### config.mk
export PLATFORM = sky130hd
export DESIGN_NAME = axil_dma_copy
export DESIGN_NICKNAME = d
export VERILOG_FILES = /design/src/rtl/axil_dma_pkg.sv /design/src/rtl/axil_dma_copy.sv
export SDC_FILE = /design/constraint.sdc
export NUM_CORES = 1
export LEC_CHECK = 0
export CORE_MARGIN = 8
export CORE_UTILIZATION = 40
export DETAILED_ROUTE_END_ITERATION = 16
export PLACE_DENSITY = 0.78
export SYNTH_ARGS = -nofsm -noshare
export SYNTH_HDL_FRONTEND = slang
export SYNTH_SLANG_ARGS = --single-unit
### constraint.sdc
create_clock -name clk -period 3.1 [get_ports clk]
set_input_delay 0.31 -clock clk [delete_from_list [all_inputs] [get_ports clk]]
set_output_delay 0.31 -clock clk [all_outputs]
set_load 0.03 [all_outputs]
### src/rtl/axil_dma_pkg.sv
// Shared state encoding and AXI-Lite constants for the word-copy engine.
package axil_dma_pkg;

  typedef enum logic [2:0] {
    ST_IDLE,
    ST_RD_ADDR,
    ST_RD_DATA,
    ST_WR_REQ,
    ST_WR_RESP,
    ST_FINISH
  } state_t;

  localparam logic [1:0] RESP_OKAY      = 2'b00;
  localparam logic [1:0] RESP_SLVERR    = 2'b10;
  localparam logic [2:0] AXPROT_DEFAULT = 3'b000;

endpackage

### src/rtl/axil_dma_copy.sv
// AXI-Lite word copy engine: one read then one write per word, single transaction in flight.
// Latency: busy/arvalid one cycle after start; 4 cycles per word on a zero-wait slave plus 1 done cycle.
// Backpressure: each valid holds until its own handshake. AXIL_DMA_ERR_ABORT_EN stops at the first error response.
module axil_dma_copy
  import axil_dma_pkg::*;
#(
  parameter int ADDR_WIDTH = 32,
  parameter int DATA_WIDTH = 32,
  parameter int STRB_WIDTH = DATA_WIDTH / 8,
  parameter int CNT_WIDTH  = 16
) (
  input  logic                  clk,
  input  logic                  rst,
  input  logic                  start,
  input  logic [ADDR_WIDTH-1:0] src_addr,
  input  logic [ADDR_WIDTH-1:0] dst_addr,
  input  logic [CNT_WIDTH-1:0]  count,
  output logic                  busy,
  output logic                  done,
  output logic                  error,
  output logic [ADDR_WIDTH-1:0] m_awaddr,
  output logic [2:0]            m_awprot,
  output logic                  m_awvalid,
  input  logic                  m_awready,
  output logic [DATA_WIDTH-1:0] m_wdata,
  output logic [STRB_WIDTH-1:0] m_wstrb,
  output logic                  m_wvalid,
  input  logic                  m_wready,
  input  logic [1:0]            m_bresp,
  input  logic                  m_bvalid,
  output logic                  m_bready,
  output logic [ADDR_WIDTH-1:0] m_araddr,
  output logic [2:0]            m_arprot,
  output logic                  m_arvalid,
  input  logic                  m_arready,
  input  logic [DATA_WIDTH-1:0] m_rdata,
  input  logic [1:0]            m_rresp,
  input  logic                  m_rvalid,
  output logic                  m_rready
);

`ifdef AXIL_DMA_ERR_ABORT_EN
  localparam bit ABORT_EN = 1'b1;
`else
  localparam bit ABORT_EN = 1'b0;
`endif

  localparam logic [ADDR_WIDTH-1:0] WORD_MASK = ~ADDR_WIDTH'(3);
  localparam logic [ADDR_WIDTH-1:0] WORD_STEP = ADDR_WIDTH'(4);

  state_t                  state_q, state_d;
  logic [ADDR_WIDTH-1:0]   src_q, dst_q;
  logic [CNT_WIDTH-1:0]    rem_q;
  logic [DATA_WIDTH-1:0]   data_q;
  logic                    error_q;
  logic                    aw_done_q, w_done_q;
  logic                    rd_err, wr_err, aw_hs, w_hs;

  assign rd_err = (m_rresp != RESP_OKAY);
  assign wr_err = (m_bresp != RESP_OKAY);
  assign aw_hs  = m_awvalid && m_awready;
  assign w_hs   = m_wvalid && m_wready;

  assign m_araddr = src_q;
  assign m_awaddr = dst_q;
  assign m_wdata  = data_q;
  assign m_wstrb  = '1;
  assign m_arprot = AXPROT_DEFAULT;
  assign m_awprot = AXPROT_DEFAULT;
  assign error    = error_q;

  always_comb begin
    state_d   = state_q;
    busy      = 1'b0;
    done      = 1'b0;
    m_arvalid = 1'b0;
    m_rready  = 1'b0;
    m_awvalid = 1'b0;
    m_wvalid  = 1'b0;
    m_bready  = 1'b0;
    unique case (state_q)
      ST_IDLE: begin
        if (start) state_d = (count == '0) ? ST_FINISH : ST_RD_ADDR;
      end
      ST_RD_ADDR: begin
        busy      = 1'b1;
        m_arvalid = 1'b1;
        if (m_arready) state_d = ST_RD_DATA;
      end
      ST_RD_DATA: begin
        busy     = 1'b1;
        m_rready = 1'b1;
        if (m_rvalid) state_d = (ABORT_EN && rd_err) ? ST_FINISH : ST_WR_REQ;
      end
      ST_WR_REQ: begin
        // AW and W may complete in either order; leave only once both are in.
        busy      = 1'b1;
        m_awvalid = !aw_done_q;
        m_wvalid  = !w_done_q;
        if ((aw_done_q || m_awready) && (w_done_q || m_wready)) state_d = ST_WR_RESP;
      end
      ST_WR_RESP: begin
        busy     = 1'b1;
        m_bready = 1'b1;
        if (m_bvalid) begin
          state_d = ((rem_q == CNT_WIDTH'(1)) || (ABORT_EN && wr_err)) ? ST_FINISH : ST_RD_ADDR;
        end
      end
      ST_FINISH: begin
        done    = 1'b1;
        state_d = ST_IDLE;
      end
      default: state_d = ST_IDLE;
    endcase
  end

  always_ff @(posedge clk or posedge rst) begin
    if (rst) begin
      state_q   <= ST_IDLE;
      src_q     <= '0;
      dst_q     <= '0;
      rem_q     <= '0;
      data_q    <= '0;
      error_q   <= 1'b0;
      aw_done_q <= 1'b0;
      w_done_q  <= 1'b0;
    end else begin
      state_q <= state_d;
      if (state_q == ST_IDLE && start) begin
        src_q   <= src_addr & WORD_MASK;
        dst_q   <= dst_addr & WORD_MASK;
        rem_q   <= count;
        error_q <= 1'b0;
      end
      if (state_q == ST_RD_DATA && m_rvalid) begin
        data_q <= m_rdata;
        if (rd_err) error_q <= 1'b1;
      end
      if (state_q == ST_WR_REQ) begin
        if (state_d == ST_WR_RESP) begin
          aw_done_q <= 1'b0;
          w_done_q  <= 1'b0;
        end else begin
          if (aw_hs) aw_done_q <= 1'b1;
          if (w_hs)  w_done_q  <= 1'b1;
        end
      end
      if (state_q == ST_WR_RESP && m_bvalid) begin
        if (wr_err) error_q <= 1'b1;
        src_q <= src_q + WORD_STEP;
        dst_q <= dst_q + WORD_STEP;
        rem_q <= rem_q - CNT_WIDTH'(1);
      end
    end
  end

endmodule

; ---- Word level (Yosys, flattened, before mapping)
; Cells that the tools add are included.
[op_classes]
order_cmp = 0
multipliers = 0
add_sub_neg = 3
shift = 0
bitwise_logic = 0
n_reduce_logical = 20
n_eq_ne = 7
muxes = 30
n_div = 0
[ops]
columns = operator, n
row1 = $mux 32, 4
row2 = $add 32x3->32 const B, 2
row3 = $mux 16, 2
row4 = $mux 3, 7
row5 = $eq 16x1->1 const B, 1
row6 = $logic_not 16->1, 1
row7 = $mux 1, 16
row8 = $sub 16x1->16 const B, 1
row9 = $pmux 3 s5, 1
row10 = $reduce_bool 2->1, 5
row11 = $eq 3x3->1 const B, 3
row12 = $eq 3x2->1 const B, 2
row13 = $logic_and 1x1->1, 6
row14 = $reduce_and 2->1, 2
row15 = $reduce_or 4->1, 1
row16 = $eq 3x1->1 const B, 1
row17 = $logic_not 3->1, 1
row18 = $logic_not 1->1, 2
row19 = $logic_or 1x1->1, 2
[totals]
n_memories = 0
latch_bits = 0
romBits = 0
reg_bits = 118
out_inout_bits = 114
mem_bits_rw = 0

; ---- Logic depth before layout (Yosys ltp)
[logic_depth]
depth_word = 7
depth_mapped = 8
depth_no_buf = 6

; ---- Worst setup path before layout
; OpenSTA, ideal clock, no wires.
[synth_timing]
path_kind = flip-flop to flip-flop
start = register state_q[1]
end = register data_q[0] (netlist: m_wdata[0])
t_required_ns = 2.975
stages_incl_launch_ff = 7
path_slack_ns = 0.565
setup_time_ns = 0.125
n_path_buf = 3
period_less_slack_ns = 2.535
arrival_ns = 2.410
path_cell_list = dfrtp_1 > clkbuf_1 > nor3b_1 > and2_1 > clkbuf_1 > buf_2 > mux2_2
[synth_between]
elab_chain_len = 2
[synth_lines]
columns = element, line_no
row1 = "start, declared", axil_dma_copy.sv:51  ; state_t state_q, state_d;
row2 = "start signal, assigned", axil_dma_copy.sv:128  ; state_q <= state_d;
row3 = $eq 3x2->1, axil_dma_copy.sv:135  ; if (state_q == ST_RD_DATA && m_rvalid) begin
row4 = $logic_and 1x1->1, axil_dma_copy.sv:135
row5 = "end signal, assigned", axil_dma_copy.sv:136  ; data_q <= m_rdata;
row6 = "end, declared", axil_dma_copy.sv:54  ; logic [DATA_WIDTH-1:0] data_q;
; Every way passes these cells.
; A chain may end at the register's enable or synchronous reset.

; ---- Final worst setup path
[layout_timing]
start = register state_q[0]
end = register src_q[31] (netlist: m_araddr[31])
[layout_between]
elab_chain_len = 3
word_cells_on_any_way = 6
classes_between = 1 x eq/ne / 1 x mux / 4 x reduce/logical
[layout_lines]
columns = element, line_no
row1 = $eq 3x3->1 or $logic_not 3->1 (tied branches), "axil_dma_copy.sv:148, axil_dma_copy.sv:129"
row2 = $logic_and 1x1->1 (on tied branches), "axil_dma_copy.sv:148, axil_dma_copy.sv:129"
row3 = $mux 32 or $reduce_bool 2->1 (tied branches), --
row4 = "end signal, assigned", axil_dma_copy.sv:130  ; src_q <= src_addr & WORD_MASK;
row5 = "end signal, assigned", axil_dma_copy.sv:150  ; src_q <= src_q + WORD_STEP;
row6 = "end, declared", axil_dma_copy.sv:52  ; logic [ADDR_WIDTH-1:0] src_q, dst_q;
; Several ways; a longest one is shown, not always the timed one.

==> qor.json <==
{
  "clock_skew": {"value": 0.007659, "unit": "ns"},
  "cts.clk_slew.worst_paths": {"value": 0.05, "unit": "ns"},
  "drt_iter0_drc": {"value": 305},
  "chipHeight": {"value": 137.7, "unit": "µm"},
  "io_buffers": {"value": 219},
  "crit_type": {"value": "reg -> reg"},
  "ios": {"value": 238},
  "cp-start-kind": {"value": "flip-flop"},
  "grt_pass1_wl": {"value": 29630, "unit": "µm"},
  "post_synth_instance_area": {"value": 5922, "unit": "µm²"},
  "drt-pass1-iter-count": {"value": 4},
  "path_category_of_the_worst_min_delay_check": {"value": "in -> async"},
  "ys_warn_count": {"value": 0},
  "cts_resized": {"value": 0},
  "grt_pass1_vias": {"value": 5615},
  "synthesis.instances": {"value": 605},
  "via_count": {"value": 5628},
  "crit_path_max_incr_delay": {"value": 0.52, "unit": "ns"},
  "highest_clock_frequency_the_design_can_meet": {"value": 408.3, "unit": "MHz"},
  "grt_setup_unrepaired": {"value": "false"},
  "ys_ff_latch": {"value": 114},
  "grt_max_degree": {"value": 115},
  "crit_path_max_fanout": {"value": 11},
  "synth_sequential_area_ratio": {"value": 48.17, "unit": "%"},
  "hold_viol": {"value": 0},
  "synth_top_cell_area_share": {"value": 48.17, "unit": "%"},
  "power.ir.vdd_worst": {"value": 0.4448, "unit": "mV"},
  "worstSetupEndpointType": {"value": "flip-flop"},
  "htreeDepth": {"value": 4},
  "route.detailed.wl_per_inst": {"value": 18.50, "unit": "µm"},
  "ys_async_sr_fraction": {"value": 100.0, "unit": "%"},
  "layout-drive-gt1-share": {"value": 10.12, "unit": "%"},
  "dpl.hpwl": {"value": 13500, "unit": "µm"},
  "overflow": {"value": 0},
  "drt-total-wl": {"value": 18760, "unit": "µm"},
  "gp_routability_congestion": {"value": 0.8081},
  "clk-insertion-delay-late": {"value": 0.41, "unit": "ns"},
  "total_leakage_power": {"value": 0.003532, "unit": "µW"},
  "final_max_slew_viol_count": {"value": 0},
  "post-cts-setup-buffers": {"value": 0},
  "worst_pin_slew": {"value": 0.8040, "unit": "ns"},
  "finalSetupViolCount": {"value": 0},
  "die_w": {"value": 137.7, "unit": "µm"},
  "cts_hold_buffers": {"value": 0},
  "finalWorstSetupSlack": {"value": 0.6511, "unit": "ns"},
  "timing.final.crit_share": {"value": 79.00, "unit": "%"},
  "placementRows": {"value": 44},
  "start_util": {"value": 40.90, "unit": "%"},
  "pre_cts_ws": {"value": 0.5121, "unit": "ns"},
  "timing.critical_path.cells": {"value": "nand4bb_2, nor4_1, and2_1, a31oi_1, a211o_1"},
  "power-per-cell-area": {"value": 1075, "unit": "nW/µm²"},
  "synth.top_cells.by_count": {"value": "114 x sky130_fd_sc_hd__dfrtp_1, 66 x sky130_fd_sc_hd__nand2_1, 54 x sky130_fd_sc_hd__nor2_1, 39 x sky130_fd_sc_hd__nand3_1, 33 x sky130_fd_sc_hd__mux2_2"},
  "total_number_of_nets_in_the_final_design": {"value": 946},
  "cts_tree": {"value": "done"},
  "grt_usage": {"value": 19.87, "unit": "%"},
  "post-route-min-period": {"value": 2.449, "unit": "ns"},
  "drv_cap": {"value": 0},
  "cts_root_buffer": {"value": "sky130_fd_sc_hd__clkbuf_16"},
  "cp_data_required_time": {"value": 3.39, "unit": "ns"},
  "die_area": {"value": 18950, "unit": "µm²"},
  "antenna_cells": {"value": 0},
  "normalized_max_slew_margin": {"value": 46.20, "unit": "%"},
  "yosys.area.top_type": {"value": "sky130_fd_sc_hd__dfrtp_1"},
  "placeableCoreArea": {"value": 14480, "unit": "µm²"},
  "synth-edff-count": {"value": 0},
  "synth_cell_types": {"value": 60},
  "cts-buffers-inserted": {"value": 17},
  "syn2layout_area_growth": {"value": 48.89, "unit": "%"},
  "critPathSlowestCell": {"value": "sky130_fd_sc_hd__nand4bb_2"},
  "ant_nets": {"value": 0},
  "antenna_violations_before_repair": {"value": 0},
  "synthMostInstantiatedCell": {"value": "sky130_fd_sc_hd__dfrtp_1"},
  "synthFlopType": {"value": "sky130_fd_sc_hd__dfrtp_1"},
  "remaining_drc_errors": {"value": 0},
  "postSynthAreaPerCell": {"value": 9.788, "unit": "µm²"},
  "accumulated_negative_setup_slack": {"value": 0, "unit": "ns"},
  "leading_post_synthesis_cells_by_cell_area": {"value": "sky130_fd_sc_hd__dfrtp_1 48%, sky130_fd_sc_hd__mux2_2 6.3%, sky130_fd_sc_hd__nand2_1 4.2%"},
  "clkSinkCount": {"value": 114},
  "outcome": {"value": "finished, final reports clean"},
  "clock_path_buffers": {"value": 2},
  "worst-endpoint-arrival": {"value": 2.74, "unit": "ns"},
  "viasPerCell": {"value": 5.550}
}
## worst max-delay path, delay by kind of cell, from the launching register on
family	cells	cell delay (ns)
AOI/OAI and AO/OA	2	0.43
DFF	1	0.49
and+or+nand+nor	3	1.41
## cells by family after synthesis
kind of cell	share of synthesized area [%]
AOI/OAI and AO/OA	15.15
xor gates and xnor gates	0.4438
adders and majority gates	0.8452
buffers and inverters	4.416
DFF	48.17
muxes	6.613
other	0.1268
and+or+nand+nor	24.23
## flip-flops by register name, summed over array words and instances (netlist names)
register,flops
m_wdata,32
m_araddr,30
error,1
state_q,3
w_done_q,1
rem_q,16
m_awaddr,30
aw_done_q,1
## cell type report
cell class	count	area [µm²]
Clock buffer	25	485.5
Clock inverter	6	55.05
Fill cell	1265	5662
Inverter	9	37.54
Multi-Input combinational cell	449	2867
Sequential cell	114	2853
Tap cell	184	230.2
Timing Repair Buffer	227	2290
## final timing paths
check,startpoint,endpoint,slack [ns],depth (start not counted)
setup / recovery,state_q[0],m_araddr[31],0.65,5
hold / removal,rst,m_awaddr[10],0.41,3
setup reg to reg,state_q[0],m_araddr[31],0.65,5
hold reg to reg,rem_q[12],rem_q[12],0.49,1
max in group asynchronous,rst,rem_q[14],2.17,3
min in group clk,dst_addr[30],m_awaddr[30],0.47,3
## per-layer routing
metal  vias up  track usage [%]  part of all wire (%)
met5         -                0                     0
met4         0            5.613                   1.3
met3        16            5.762                   6.9
met2       161            33.21                    50
met1      2764            24.39                    42
li1       2687                -                     -
## layout by cell type, fill, tap and decap left out, drive strengths merged, types with 2 or more instances in the layout
| cell type | n |
|---|---|
| nand3 | 40 |
| a21oi | 9 |
| clkdlybuf4s50 | 219 |
| a211oi | 23 |
| and3b | 2 |
| buf | 8 |
| inv | 8 |
| clkbuf | 25 |
| and3 | 18 |
| o311ai | 9 |
| nand2 | 66 |
| dfrtp | 114 |
| a221o | 5 |
| nor3b | 3 |
| and4 | 5 |
| a311oi | 10 |
| or2 | 3 |
| nor2 | 54 |
| ha | 4 |
| nand3b | 3 |
| or3 | 5 |
| clkinv | 5 |
| or4 | 8 |
| o211ai | 27 |
| xor2 | 2 |
| o221ai | 2 |
| mux2 | 33 |
| a21o | 2 |
| a31oi | 3 |
| mux2i | 2 |
| o22ai | 5 |
| and2 | 9 |
| o21ai | 14 |
| conb | 14 |
| nor3 | 23 |
| nand4b | 2 |
| a22oi | 4 |
| nor4 | 11 |
| nand4 | 15 |
## power by group
group / total [µW] / internal (µW) / switching (µW)
clock network: 1800 / 1150 / 646
registers: 3010 / 2230 / 787
logic: 4670 / 2060 / 2600
## stage by stage
stage | cell area [µm²] | util, % | hold WS (ns) | power, µW | std cells
2_1_floorplan | 5971 | - | 0.4257 | 5700 | 617
3_3_place_gp | 8277 | 57.16 | 0.4724 | 7632 | 983
3_5_place_dp | 8277 | 57.16 | 0.4781 | 7738 | 983
4_1_cts | 8817 | 60.90 | 0.4519 | 9569 | 1014
5_1_grt | 8817 | 60.90 | 0.4789 | 10050 | 1014
6_report | 8817 | 60.90 | 0.4081 | 9482 | 1014
Power figures use the tool's default switching activity.
==> patch: new RTL, same flow settings <==
The 6 states of `state_t` get a one-hot encoding in 6 bits.
--- a/src/rtl/axil_dma_pkg.sv
+++ b/src/rtl/axil_dma_pkg.sv
@@ -1,13 +1,13 @@
 // Shared state encoding and AXI-Lite constants for the word-copy engine.
 package axil_dma_pkg;
 
-  typedef enum logic [2:0] {
-    ST_IDLE,
-    ST_RD_ADDR,
-    ST_RD_DATA,
-    ST_WR_REQ,
-    ST_WR_RESP,
-    ST_FINISH
+  typedef enum logic [5:0] {
+    ST_IDLE    = 6'b000001,
+    ST_RD_ADDR = 6'b000010,
+    ST_RD_DATA = 6'b000100,
+    ST_WR_REQ  = 6'b001000,
+    ST_WR_RESP = 6'b010000,
+    ST_FINISH  = 6'b100000
   } state_t;
 
   localparam logic [1:0] RESP_OKAY      = 2'b00;
Formal check against the unedited RTL: no difference found for any inputs over 10 cycles, from zero or initial values and one cycle with rst high; not proved beyond that.
==> patch against the original RTL <==
Synthesized area up 5.3%; setup slack worse by 360 ps; total power down 0.78%; first-iteration DRC count up 40%; cell count up 5.6%; sequential power about the same; maximum frequency down 13%; wire length up 9.1%; sequential cell count up 3; cell area up 5.0%.
==> patch: results (changes against the original RTL) <==
P_leak 3.723 nW (+5.4%); Fillers 1298 (+2.6%); worst path arrival time 2490 ps (-250 ps); clk_lat worst skew approximately 420 ps; ant diodes 0 (unchanged); CTS H-tree depth 4 (unchanged); postcts setup bufs 0 (unchanged); Async SR Flop Fraction 100.0% (unchanged); Post-synth EDFFs 0 (unchanged); CP max FO 11 (unchanged); largest net degree at the start of global routing 68 (-41%); cts bufs inserted 17 (unchanged); vias in the first global route 6029 (+7.4%); Total GRT Usage 20.56% (+0.69 points); start of the worst register-to-register path state_q[3]; worst relative slew slack 43.69% (-2.5 points); # resized after CTS 0 (unchanged); proportion of layout cells with a drive suffix above 1 12.23% (+2.1 points); Clock Tree Root clkbuf_16; Routed WL 20470 um (+9.1%); Reg clk slew, reported paths approximately 60 ps; max reg flops 32 (unchanged); CTS max path bufs 2 (unchanged); Post-DP HPWL 15110 um (+12%); Setup Skew 9.197 ps (+1.538 ps); MaxCap Viol Count 0 (unchanged); vias per std cell 5.607 (+1.0%); Synth cell types 67 (+12%); Int Power 5.377 mW (-1.2%); post-synthesis sequential area ratio 46.98% (-1.2 points); initial antenna violation count 0 (unchanged); fin nets 998 (+5.5%); ranking of synthesized cells by area dfrtp_1, mux2_2, nand2_1; Peak VDD IR 0.0005873 V (+32%); Port Buffers 219 (unchanged); Placer Congestion 0.8215 (+1.7%); CP Class flop to primary output; commonest cells in the netlist dfrtp_1, nand2_1, nor2_1; first-pass iteration count of the detailed router 5 (+1); ys flop type dfrtp_1; status finished clean; Hold WC Path Type primary input to async pin; yosys warns 0 (unchanged); drt initial violations 427 (+40%); first-pass GRT wire length 32580 um (+10%)
[patch: changes by cell type after synthesis, moves of 4 or more]
cell and change:
clkbuf_1 -6, o211ai_1 +7, a211oi_1 -16, buf_2 +6, and2_1 -4, and3_1 -12, or3_1 +4, nand2_1 +14
nand4_1 +14, inv_1 +11, nor3_1 -5, o21ai_0 +4
[patch: routing by layer]
metal	up-vias	GRT usage, %	share of wire [%]
li1	2871	-	-
met1	2876	24.23	40
met2	233	33.27	48
met3	25	9.082	11
met4	0	5.995	1.5
met5	-	0	0
[patch: power groups by stage]
stage / registers, mW / clock network, mW / logic (mW)
finish: 3.00 / 2.08 / 4.33
global route: 3.11 / 2.18 / 4.64
CTS: 2.98 / 2.11 / 4.38
detailed placement: 3.00 / 0 / 4.36
global placement: 2.98 / 0 / 4.30
floorplan: 3.87 / 0 / 1.61
[patch: kinds of logic (layout without fill, tap and decap cells)]
family | count (synthesis) | count (layout) | synth area share [%]
AO/OA/AOI/OAI | 141 | 141 | 17.00
buffers and inverters | 69 | 290 | 5.418
AND/OR/NAND/NOR | 278 | 278 | 22.86
flip-flops | 117 | 117 | 46.98
XOR/XNOR | 4 | 4 | 0.5619
adder cells (fa/ha/maj) | 4 | 4 | 0.8028
other | 2 | 14 | 0.1205
multiplexers | 35 | 35 | 6.261
[patch: final cells by class]
cell class	instances	area (um^2)	share of cell area [%]
repair buffers	238	2372	25.63
clock inverters	15	196.4	2.122
well taps	188	235.2	2.541
multi-input cells	476	3020	32.63
flip-flops and latches	117	2929	31.64
clock buffers	17	425.4	4.595
inverters	20	78.83	0.8515
[patch: critical path, cell delays in order (launching register included)]
cell	delay [ps]
dfrtp_1	480
or4b_1	720
a21oi_1	180
clkdlybuf4s50_1	690
[patch: worst paths after layout]
| check | endpoint | slack, ps | depth (start not counted) |
|---|---|---|---|
| max | busy | 300 | 3 |
| min reg2reg | m_wdata[15] | 510 | 1 |
| min in group clk | m_araddr[24] | 450 | 3 |
| min | m_wdata[4] | 260 | 2 |
| max in group asynchronous | state_q[0] | 1980 | 3 |
| max reg2reg | m_awaddr[26] | 460 | 6 |
[patch: stage by stage]
| step | hold slack, ps | util [%] | instance area (um^2) | setup slack, ps | instances |
|---|---|---|---|---|---|
| finish | 259.1 | 60.90 | 9258 | 295.8 | 1071 |
| detailed placement | 493.0 | 56.81 | 8636 | 291.4 | 1039 |
| global route | 306.3 | 60.90 | 9258 | 214.8 | 1071 |
| CTS | 264.4 | 60.90 | 9258 | 268.5 | 1071 |
| global placement | 486.5 | 56.81 | 8636 | 371.7 | 1039 |
| floorplan | 417.3 | - | 6284 | 253.6 | 662 |
